$ cat config.mk
export PLATFORM = sky130hd
export DESIGN_NAME = ro_race_controller
export DESIGN_NICKNAME = d
export VERILOG_FILES = /design/src/rtl/ro_puf_pkg.sv /design/src/rtl/ro_race_timer.sv /design/src/rtl/ro_race_controller.sv
export SDC_FILE = /design/constraint.sdc
export NUM_CORES = 1
export LEC_CHECK = 0
export ABC_AREA = 1
export BUFFER_PORTS_ARGS = -buffer_cell sky130_fd_sc_hd__buf_2
export CAP_MARGIN = 10
export CELL_PAD_IN_SITES_DETAIL_PLACEMENT = 1
export CELL_PAD_IN_SITES_GLOBAL_PLACEMENT = 1
export CORE_ASPECT_RATIO = 1.1
export CORE_MARGIN = 1.5
export CORE_UTILIZATION = 39
export CTS_BUF_LIST = sky130_fd_sc_hd__clkbuf_8 sky130_fd_sc_hd__clkbuf_16
export DETAILED_ROUTE_END_ITERATION = 10
export PLACE_DENSITY_LB_ADDON = 0.3
export SKIP_CTS_REPAIR_TIMING = 1
export SLEW_MARGIN = 10
export SYNTH_ARGS = -nofsm -noshare
export SYNTH_HDL_FRONTEND = slang
export SYNTH_HIERARCHICAL = 1
export SYNTH_SLANG_ARGS = --single-unit
export TNS_END_PERCENT = 10
$ cat constraint.sdc
create_clock -name clk -period 2.83 [get_ports clk]
set_clock_uncertainty 0.05 [all_clocks]
set_input_delay 0.283 -clock clk [delete_from_list [all_inputs] [get_ports clk]]
set_output_delay 0.283 -clock clk [all_outputs]
set_load 0.005 [all_outputs]
$ cat src/rtl/ro_puf_pkg.sv
// ro_puf_pkg: shared state encoding and default timing constants for the RO race controller
package ro_puf_pkg;
  typedef enum logic [2:0] {
    ST_IDLE,
    ST_CLEAR,
    ST_SETTLE,
    ST_RACE,
    ST_CAPTURE,
    ST_FINISH
  } state_t;
  localparam int DEF_SETTLE  = 4;
  localparam int DEF_TIMEOUT = 1023;
  function automatic int cnt_w(input int a, input int b);
    return $clog2((a > b ? a : b) + 1);
  endfunction
endpackage

$ cat src/rtl/ro_race_timer.sv
// ro_race_timer: loadable down-counter with zero flag (clk, rst, load/load_val, en -> zero)
module ro_race_timer #(
  parameter int W = 10
) (
  input  logic         clk,
  input  logic         rst,
  input  logic         load,
  input  logic [W-1:0] load_val,
  input  logic         en,
  output logic         zero
);
  logic [W-1:0] cnt;
  always_ff @(posedge clk) begin
    if (rst) cnt <= '0;
    else if (load) cnt <= load_val;
    else if (en && cnt != '0) cnt <= cnt - 1'b1;
  end
  assign zero = cnt == '0;
endmodule

$ cat src/rtl/ro_race_controller.sv
// ro_race_controller: races RO pairs per challenge slice into a response word (start/challenge/race_done in; sel_a/sel_b/ro_en/race_clr to the counter; response/busy/done/valid/timeout_err/tie_seen out)
module ro_race_controller
  import ro_puf_pkg::*;
#(
  parameter int RESP_BITS = 8,
  parameter int SEL_W     = 4,
  parameter int SETTLE    = DEF_SETTLE,
  parameter int TIMEOUT   = DEF_TIMEOUT
) (
  input  logic                         clk,
  input  logic                         rst,
  input  logic                         start,
  input  logic [RESP_BITS*2*SEL_W-1:0] challenge,
  input  logic [1:0]                   race_done,
  output logic [SEL_W-1:0]             sel_a,
  output logic [SEL_W-1:0]             sel_b,
  output logic                         ro_en,
  output logic                         race_clr,
  output logic [RESP_BITS-1:0]         response,
  output logic                         busy,
  output logic                         done,
  output logic                         valid,
  output logic                         timeout_err,
  output logic                         tie_seen
);
  localparam int IW = RESP_BITS > 1 ? $clog2(RESP_BITS) : 1;
  localparam int TW = cnt_w(SETTLE, TIMEOUT);
  state_t state, nxt;
  logic [RESP_BITS*2*SEL_W-1:0] chal_q;
  logic [IW-1:0] idx;
  logic [SEL_W-1:0] slice_a, slice_b;
  logic [TW-1:0] t_val;
  logic bit_q, bit_wr, bit_v, tie_set, to_set, t_load, t_en, t_zero, last, sel_eq;
  assign slice_a  = chal_q[int'(idx)*2*SEL_W +: SEL_W];
  assign slice_b  = chal_q[int'(idx)*2*SEL_W + SEL_W +: SEL_W];
  assign sel_eq   = slice_a == slice_b;
  assign last     = idx == IW'(RESP_BITS - 1);
  assign busy     = state != ST_IDLE;
  assign done     = state == ST_FINISH;
  assign ro_en    = state == ST_RACE;
  // the counter must stay cleared while the controller itself is in reset
  assign race_clr = rst | (state == ST_CLEAR);
  // idx only advances on CAPTURE->CLEAR, so the selects hold for a whole bit
  assign sel_a    = busy ? slice_a : '0;
  assign sel_b    = busy ? slice_b : '0;
  ro_race_timer #(.W(TW)) u_timer (
    .clk      (clk),
    .rst      (rst),
    .load     (t_load),
    .load_val (t_val),
    .en       (t_en),
    .zero     (t_zero)
  );
  always_ff @(posedge clk) begin
    if (rst) state <= ST_IDLE;
    else state <= nxt;
  end
  always_comb begin
    nxt     = state;
    t_load  = 1'b0;
    t_val   = TW'(SETTLE - 1);
    t_en    = 1'b0;
    bit_wr  = 1'b0;
    bit_v   = 1'b0;
    tie_set = 1'b0;
    to_set  = 1'b0;
    case (state)
      ST_IDLE: nxt = start ? ST_CLEAR : ST_IDLE;
      ST_CLEAR: begin
        // identical oscillators cannot race meaningfully: score as a tie
        if (sel_eq) begin
          nxt     = ST_CAPTURE;
          bit_wr  = 1'b1;
          tie_set = 1'b1;
        end else begin
          nxt    = ST_SETTLE;
          t_load = 1'b1;
        end
      end
      ST_SETTLE: begin
        if (t_zero) begin
          nxt    = ST_RACE;
          t_load = 1'b1;
          t_val  = TW'(TIMEOUT - 1);
        end else t_en = 1'b1;
      end
      ST_RACE: begin
        // a pulse on the final allowed cycle still wins over the timeout
        if (race_done != 2'b00) begin
          nxt     = ST_CAPTURE;
          bit_wr  = 1'b1;
          bit_v   = race_done == 2'b01;
          tie_set = race_done == 2'b11;
        end else if (t_zero) begin
          nxt    = ST_CAPTURE;
          bit_wr = 1'b1;
          to_set = 1'b1;
        end else t_en = 1'b1;
      end
      ST_CAPTURE: nxt = last ? ST_FINISH : ST_CLEAR;
      ST_FINISH: nxt = ST_IDLE;
      default: nxt = ST_IDLE;
    endcase
  end
  always_ff @(posedge clk) begin
    if (rst) begin
      chal_q      <= '0;
      idx         <= '0;
      bit_q       <= 1'b0;
      response    <= '0;
      valid       <= 1'b0;
      timeout_err <= 1'b0;
      tie_seen    <= 1'b0;
    end else begin
      if (state == ST_IDLE && start) begin
        chal_q      <= challenge;
        idx         <= '0;
        response    <= '0;
        valid       <= 1'b0;
        timeout_err <= 1'b0;
        tie_seen    <= 1'b0;
      end
      if (bit_wr) bit_q <= bit_v;
      if (tie_set) tie_seen <= 1'b1;
      if (to_set) timeout_err <= 1'b1;
      if (state == ST_CAPTURE) begin
        response[idx] <= bit_q;
        if (!last) idx <= idx + 1'b1;
      end
      if (state == ST_FINISH) valid <= 1'b1;
    end
  end
endmodule

Yosys cells after proc, flatten, opt, wreduce, memory -nomap -nowiden

Index checks and enable logic that the tools add are counted.

Divide/modulo/power cells: 0
Mux-type cells: 41
Eq/ne operators: 11
Multiply operators: 0
Bitwise logic cells: 1
Reduce and logical (&&, ||, !) cells: 13
Shift-type cells: 2
Magnitude comparators: 2
Add/subtract/negate cells: 3

Operators by type and width:

| cell                    | number |
|---|---|
| $shiftx A64 B7 Y4       | 1 |
| $shiftx A64 B8 Y4       | 1 |
| $mux W10                | 4 |
| $mux W3                 | 8 |
| $mux W8                 | 3 |
| $mux W1                 | 17 |
| $pmux W3 S5             | 1 |
| $logic_not A10 Y1       | 1 |
| $reduce_bool A10 Y1     | 1 |
| $reduce_bool A2 Y1      | 5 |
| $sub A10 B1 Y10 const B | 1 |
| $eq A3 B3 Y1 const B    | 3 |
| $bwmux W8               | 1 |
| $mux W4                 | 2 |
| $pmux W1 S2             | 4 |
| $add A6 B3 Y7 const B   | 1 |
| $eq A3 B2 Y1 const B    | 2 |
| $eq A4 B4 Y1            | 1 |
| $lt A3 B4 Y1 const B    | 1 |
| $add A3 B1 Y3 const B   | 1 |
| $demux W1 S3            | 1 |
| $eq A3 B1 Y1 const B    | 1 |
| $ge A3 B1 Y1 const B    | 1 |
| $logic_and A1 B1 Y1     | 3 |
| 8 further kinds         | 8 |

RAM bits: 0
Memory bits (read-only): 0
Memories: 0
Latch bits: 0
Flip-flop bits (word level): 92
Output and inout port bits: 23
Logic and storage cells: 82

Depth between registers and ports, before layout

Word-level depth: 7
Gate-level depth with buffers: 20
Gate-level depth less buffers: 17

By module

Netlist, hierarchy kept.

By module, submodules not included:

| module             | seq. area each (sq um) | times used | area each (sq um) | cells an instance |
|---|---|---|---|---|
| ro_race_controller | 1641.6                 | 1          | 3839.9            | 574 |
| ro_race_timer      | 200.2                  | 1          | 758.2             | 116 |

Worst setup path before layout

OpenSTA, ideal clock, no wires.

Path type: register -> register
From: reg u_timer.cnt[0]
To: reg u_timer.cnt[2]
Clock period less this slack: 2.293 ns
Buffers on the path: 1
Slack: 0.537 ns
Library setup time: 0.116 ns
Cell stages (with the launch flop): 15
Arrival: 2.127 ns
Data required time: 2.664 ns
Path through: dfxtp_1 inv_1 ha_1 nand2_4 nor2_4 nand3_4 inv_1 inv_1 nor2_1 inv_1 nand2_1 clkbuf_1 o21ai_0 nand2_1 a21oi_1

Elaborated cells between the ends (all ways): 14
Those cells by class: add/sub: 1; mux: 9; reduce/logical: 4

RTL lines:

| item                   | RTL line                 | RTL |
|---|---|---|
| start, declared        | ro_race_timer.sv:12      | `logic [W-1:0] cnt;` |
| start signal, assigned | ro_race_timer.sv:15      | `else if (load) cnt <= load_val;` |
| start signal, assigned | ro_race_timer.sv:16      | `else if (en && cnt != '0) cnt <= cnt - 1'b1;` |
| $logic_not A10 Y1      | ro_race_timer.sv:18      | `assign zero = cnt == '0;` |
| via t_zero             | ro_race_controller.sv:33 | `logic bit_q, bit_wr, bit_v, tie_set, to_set, t_load, t_en, t_zero, last, sel_eq;` |
| $mux W10               | ro_race_controller.sv:81 | `if (t_zero) begin` |
| $mux W10               | ro_race_controller.sv:67 | `case (state)` |
| via t_val[2]           | ro_race_controller.sv:32 | `logic [TW-1:0] t_val;` |
| $mux W10               | ro_race_timer.sv:15      |  |

The timed path passes the listed nets, and every way through them passes these cells. The select of a mux whose other input is x is not followed.
A chain may end at the register's enable or synchronous reset.

Final worst setup path

From: reg idx[0]
To: reg u_timer.cnt[3]

Longest elaborated chain between the ends: 6
Elaborated cells between the ends (all ways): 8
Those cells by class: add/sub: 1; eq/ne: 1; shift: 2; mux: 3; reduce/logical: 1

Ends and longest elaborated chain:

| item                                           | RTL line                  | RTL |
|---|---|---|
| start, declared                                | ro_race_controller.sv:30  | `logic [IW-1:0] idx;` |
| start signal, assigned                         | ro_race_controller.sv:128 | `if (!last) idx <= idx + 1'b1;` |
| $add A6 B3 Y7                                  | ro_race_controller.sv:35  | `assign slice_b = chal_q[int'(idx)*2*SEL_W + SEL_W +: SEL_W];` |
| $shiftx A64 B8 Y4                              | ro_race_controller.sv:35  |  |
| $eq A4 B4 Y1 (*)                               | ro_race_controller.sv:36  | `assign sel_eq = slice_a == slice_b;` |
| $mux W1 (*)                                    | ro_race_controller.sv:71  | `if (sel_eq) begin` |
| $pmux W1 S2 (*)                                | ro_race_controller.sv:67  |  |
| via t_load                                     | ro_race_controller.sv:33  |  |
| $mux W10 or $reduce_bool A2 Y1 (tied branches) | --                        |  |

The timed path passes the listed nets; every way through them passes the cells marked *.

==> impl_metrics.yaml <==
global_routing:
  grt_pass1_wl_um: 21900
  grt_max_degree: 78
  grt_use_total_pct: 22.1
  grt_overflow: 0
  antenna_found_initial: 0
  first_global_vias: 4658
timing:
  setup_slack_ns: 0.268
  hold_viol_final: 0
  setup_viol: 0
  tns_ns: 0
  relSlewSlack_pct: 55.3
  max_freq_mhz: 390
  rsz0062_at_grt: "no"
  finalCriticalPeriod_ns: 2.56
  min_period_over_period_pct: 90.5
  hold-worst-slack_ns: 0.175
  maxSlewViolCount: 0
  worstMarginPinSlew_ns: 0.670
synth:
  synth-edff-count: 0
  synth_seq_area_share_pct: 40.1
  ys_types: 34
  synth-main-ff-cell: "dfxtp_1"
  ys_ff_latch: 92
  syn_nets: 762
  synthArstFlopShare_pct: 0
  syn_inst: 690
  synth_top_area_share_pct: 40.1
  syn_area_um2: 4600
  ys_warn_count: 6
  synth.top_cells.by_area: "dfxtp_1 40%, nand2_1 13%, a21oi_1 9.5%, o21ai_0 9.0%, inv_1 8.0%"
  synth_largest_area_cell: "dfxtp_1"
  synth_area_per_cell_um2: 6.66
  synth_commonest_cells: "159 x nand2_1, 98 x inv_1, 92 x dfxtp_1"
  synthMostInstantiatedCell: "nand2_1"
worst_setup_path:
  critPathMaxFanout: 20
  cpMostUsedCell: "nand2_1"
  cp_slowest_stage_delay_ns: 0.39
  cp.required_ns: 3.01
  crit_path_cell_trace: "buf_4 -> nand2_1 -> nand3_1 -> nand2_1 -> nor2_1 -> o21ai_1 -> nand2_1 -> nor2_2 -> nand2_1 -> nand2_1 -> nand2_1 -> clkinv_2 -> nand3_1 -> o21ai_0 -> o21a_1"
  cp_num_buf_inv: 2
  path_delay_family: "simple AND/OR/NAND/NOR gates"
  crit_type: "reg2reg"
  cp.arrival_ns: 2.74
  crit_path_start_kind: "register"
  cp_slowest_cell: "dfxtp_1"
  cp-end-kind: "register"
  regToRegSetupSlack_ns: 0.27
pwr:
  seqPwrFrac_pct: 32.9
  pwr-share-clk_pct: 22.2
  max-vdd-ir-drop_mv: 0.464
  intPower_uw: 3150
  switching_share_pct: 41.9
  power_density_nw_per_um2: 993
  leakage_uw: 0.00260
  p_comb_share_pct: 44.9
  p_sw_uw: 2280
detailed_routing:
  ant_nets: 0
  drt-pass1-iter-count: 4
  vias: 4629
  vias_per_cell: 5.03
  drt_iter0_drc: 157
  wl_per_cell_um: 14.3
  drc: 0
  routed_wl_um: 13200
floorplan:
  start_util_pct: 40.0
  io_pins: 92
  rows: 41
  core_um2: 11500
  dieArea_um2: 12500
  die_y_um: 117
  dieWidth_um: 107
clock_tree:
  clockBufferDepth: 2
  clk_pin_slew_ns: 0.06
  cts-htree-levels: 3
  cts_inserted_buffers: 9
  clock_sinks: 92
  cts-root-buf: "clkbuf_16"
  clock_latency_ns: 0.34
  cts_tree: "yes"
placed_design:
  place_ws_ns: 0.223
  hpwl_um: 9670
  globalplace.congestion: 0.796
  io_buffer_count: 91
  postPlaceCellArea_um2: 5170
final_layout:
  antenna_cells: 0
  post-route-util_pct: 47.6
  design_area_um2: 5470
  area_growth_syn_to_layout_pct: 19.0
  nets: 840
  drive_gt1_share_pct: 19.3
run:
  drv_cap: 0
outcome:
  outcome: "completed"
worst_hold_path:
  min_path_type: "in2reg"
-- worst paths after layout --
| check | cells past startpoint | to | from |
|---|---|---|---|
| worst min-delay path | 3 | chal_q[9] | challenge[9] |
| worst min register to register | 2 | chal_q[42] | chal_q[42] |
| worst max register to register | 15 | u_timer/cnt[3] | idx[0] |
| worst max-delay path | 15 | u_timer/cnt[3] | idx[0] |
-- flip-flops by register name, indices dropped and copies added, names as in the netlist --
register	cells
response	8
tie_seen	1
valid	1
timeout_err	1
bit_q	1
chal_q	64
state	3
u_timer/cnt	10
idx	3
-- cells in the final DEF, fill, tap and decap left out, types with 2 or more instances in the layout --
master	instances
dfxtp_1	91
clkbuf_16	9
o21ai_0	83
nand3_2	2
o21ai_1	3
nor3_1	5
inv_1	99
clkinv_2	2
clkbuf_8	2
inv_2	9
nor2_4	6
buf_4	7
ha_1	3
nand2_4	2
buf_2	91
nand2_2	2
a21oi_1	87
nand4_1	2
nor2_1	33
nand3_1	51
nand2_8	2
nand2_1	158
nor2_2	7
-- through the flow --
step           total power (uW)  cells
2_1_floorplan              3560    690
3_3_place_gp               4100    907
3_5_place_dp               4250    907
4_1_cts                    5470    921
5_1_grt                    5870    921
6_report                   5430    921
-- power by group through the flow --
stage,Combinational [uW],Clock [uW],Sequential [uW]
floorplan,1780,0,1780
global placement,2300,0,1800
detailed placement,2430,0,1820
CTS,2450,1230,1790
global route,2770,1280,1830
finish,2440,1210,1790
-- metal layers --
layer / GRT usage (%) / wire length (um) / vias up
li1: - / - / 2342
met1: 27.1 / 5990 / 2181
met2: 39.2 / 6490 / 85
met3: 3.82 / 430 / 21
met4: 8.00 / 274 / 0
met5: 0 / 0 / -
-- cell type report --
type                            instances  area [um^2]
Tap cell                              150          188
Clock buffer                           11          253
Inverter                              110          417
Fill cell                            1575         6020
Timing Repair Buffer                   99          528
Sequential cell                        92         1840
Multi-Input combinational cell        456         2200
Clock inverter                          3         38.8
-- tightest hold or removal path: cells and delay by family --
kind,cells,cell delay [ns]
compound gates,2,0.17
buf+inv,1,0.07
-- cell families (layout without fill, tap and decap cells) --
group	Yosys count	after routing	share of synthesized area (%)
xor+xnor	2	2	0.381
compound gates	177	177	19.5
simple gates	273	273	26.9
other cells	1	1	0.0816
flops	92	92	40.1
buf+inv	142	223	12.3
fa+ha+maj	3	3	0.816
(Power assumes the default switching activity.)
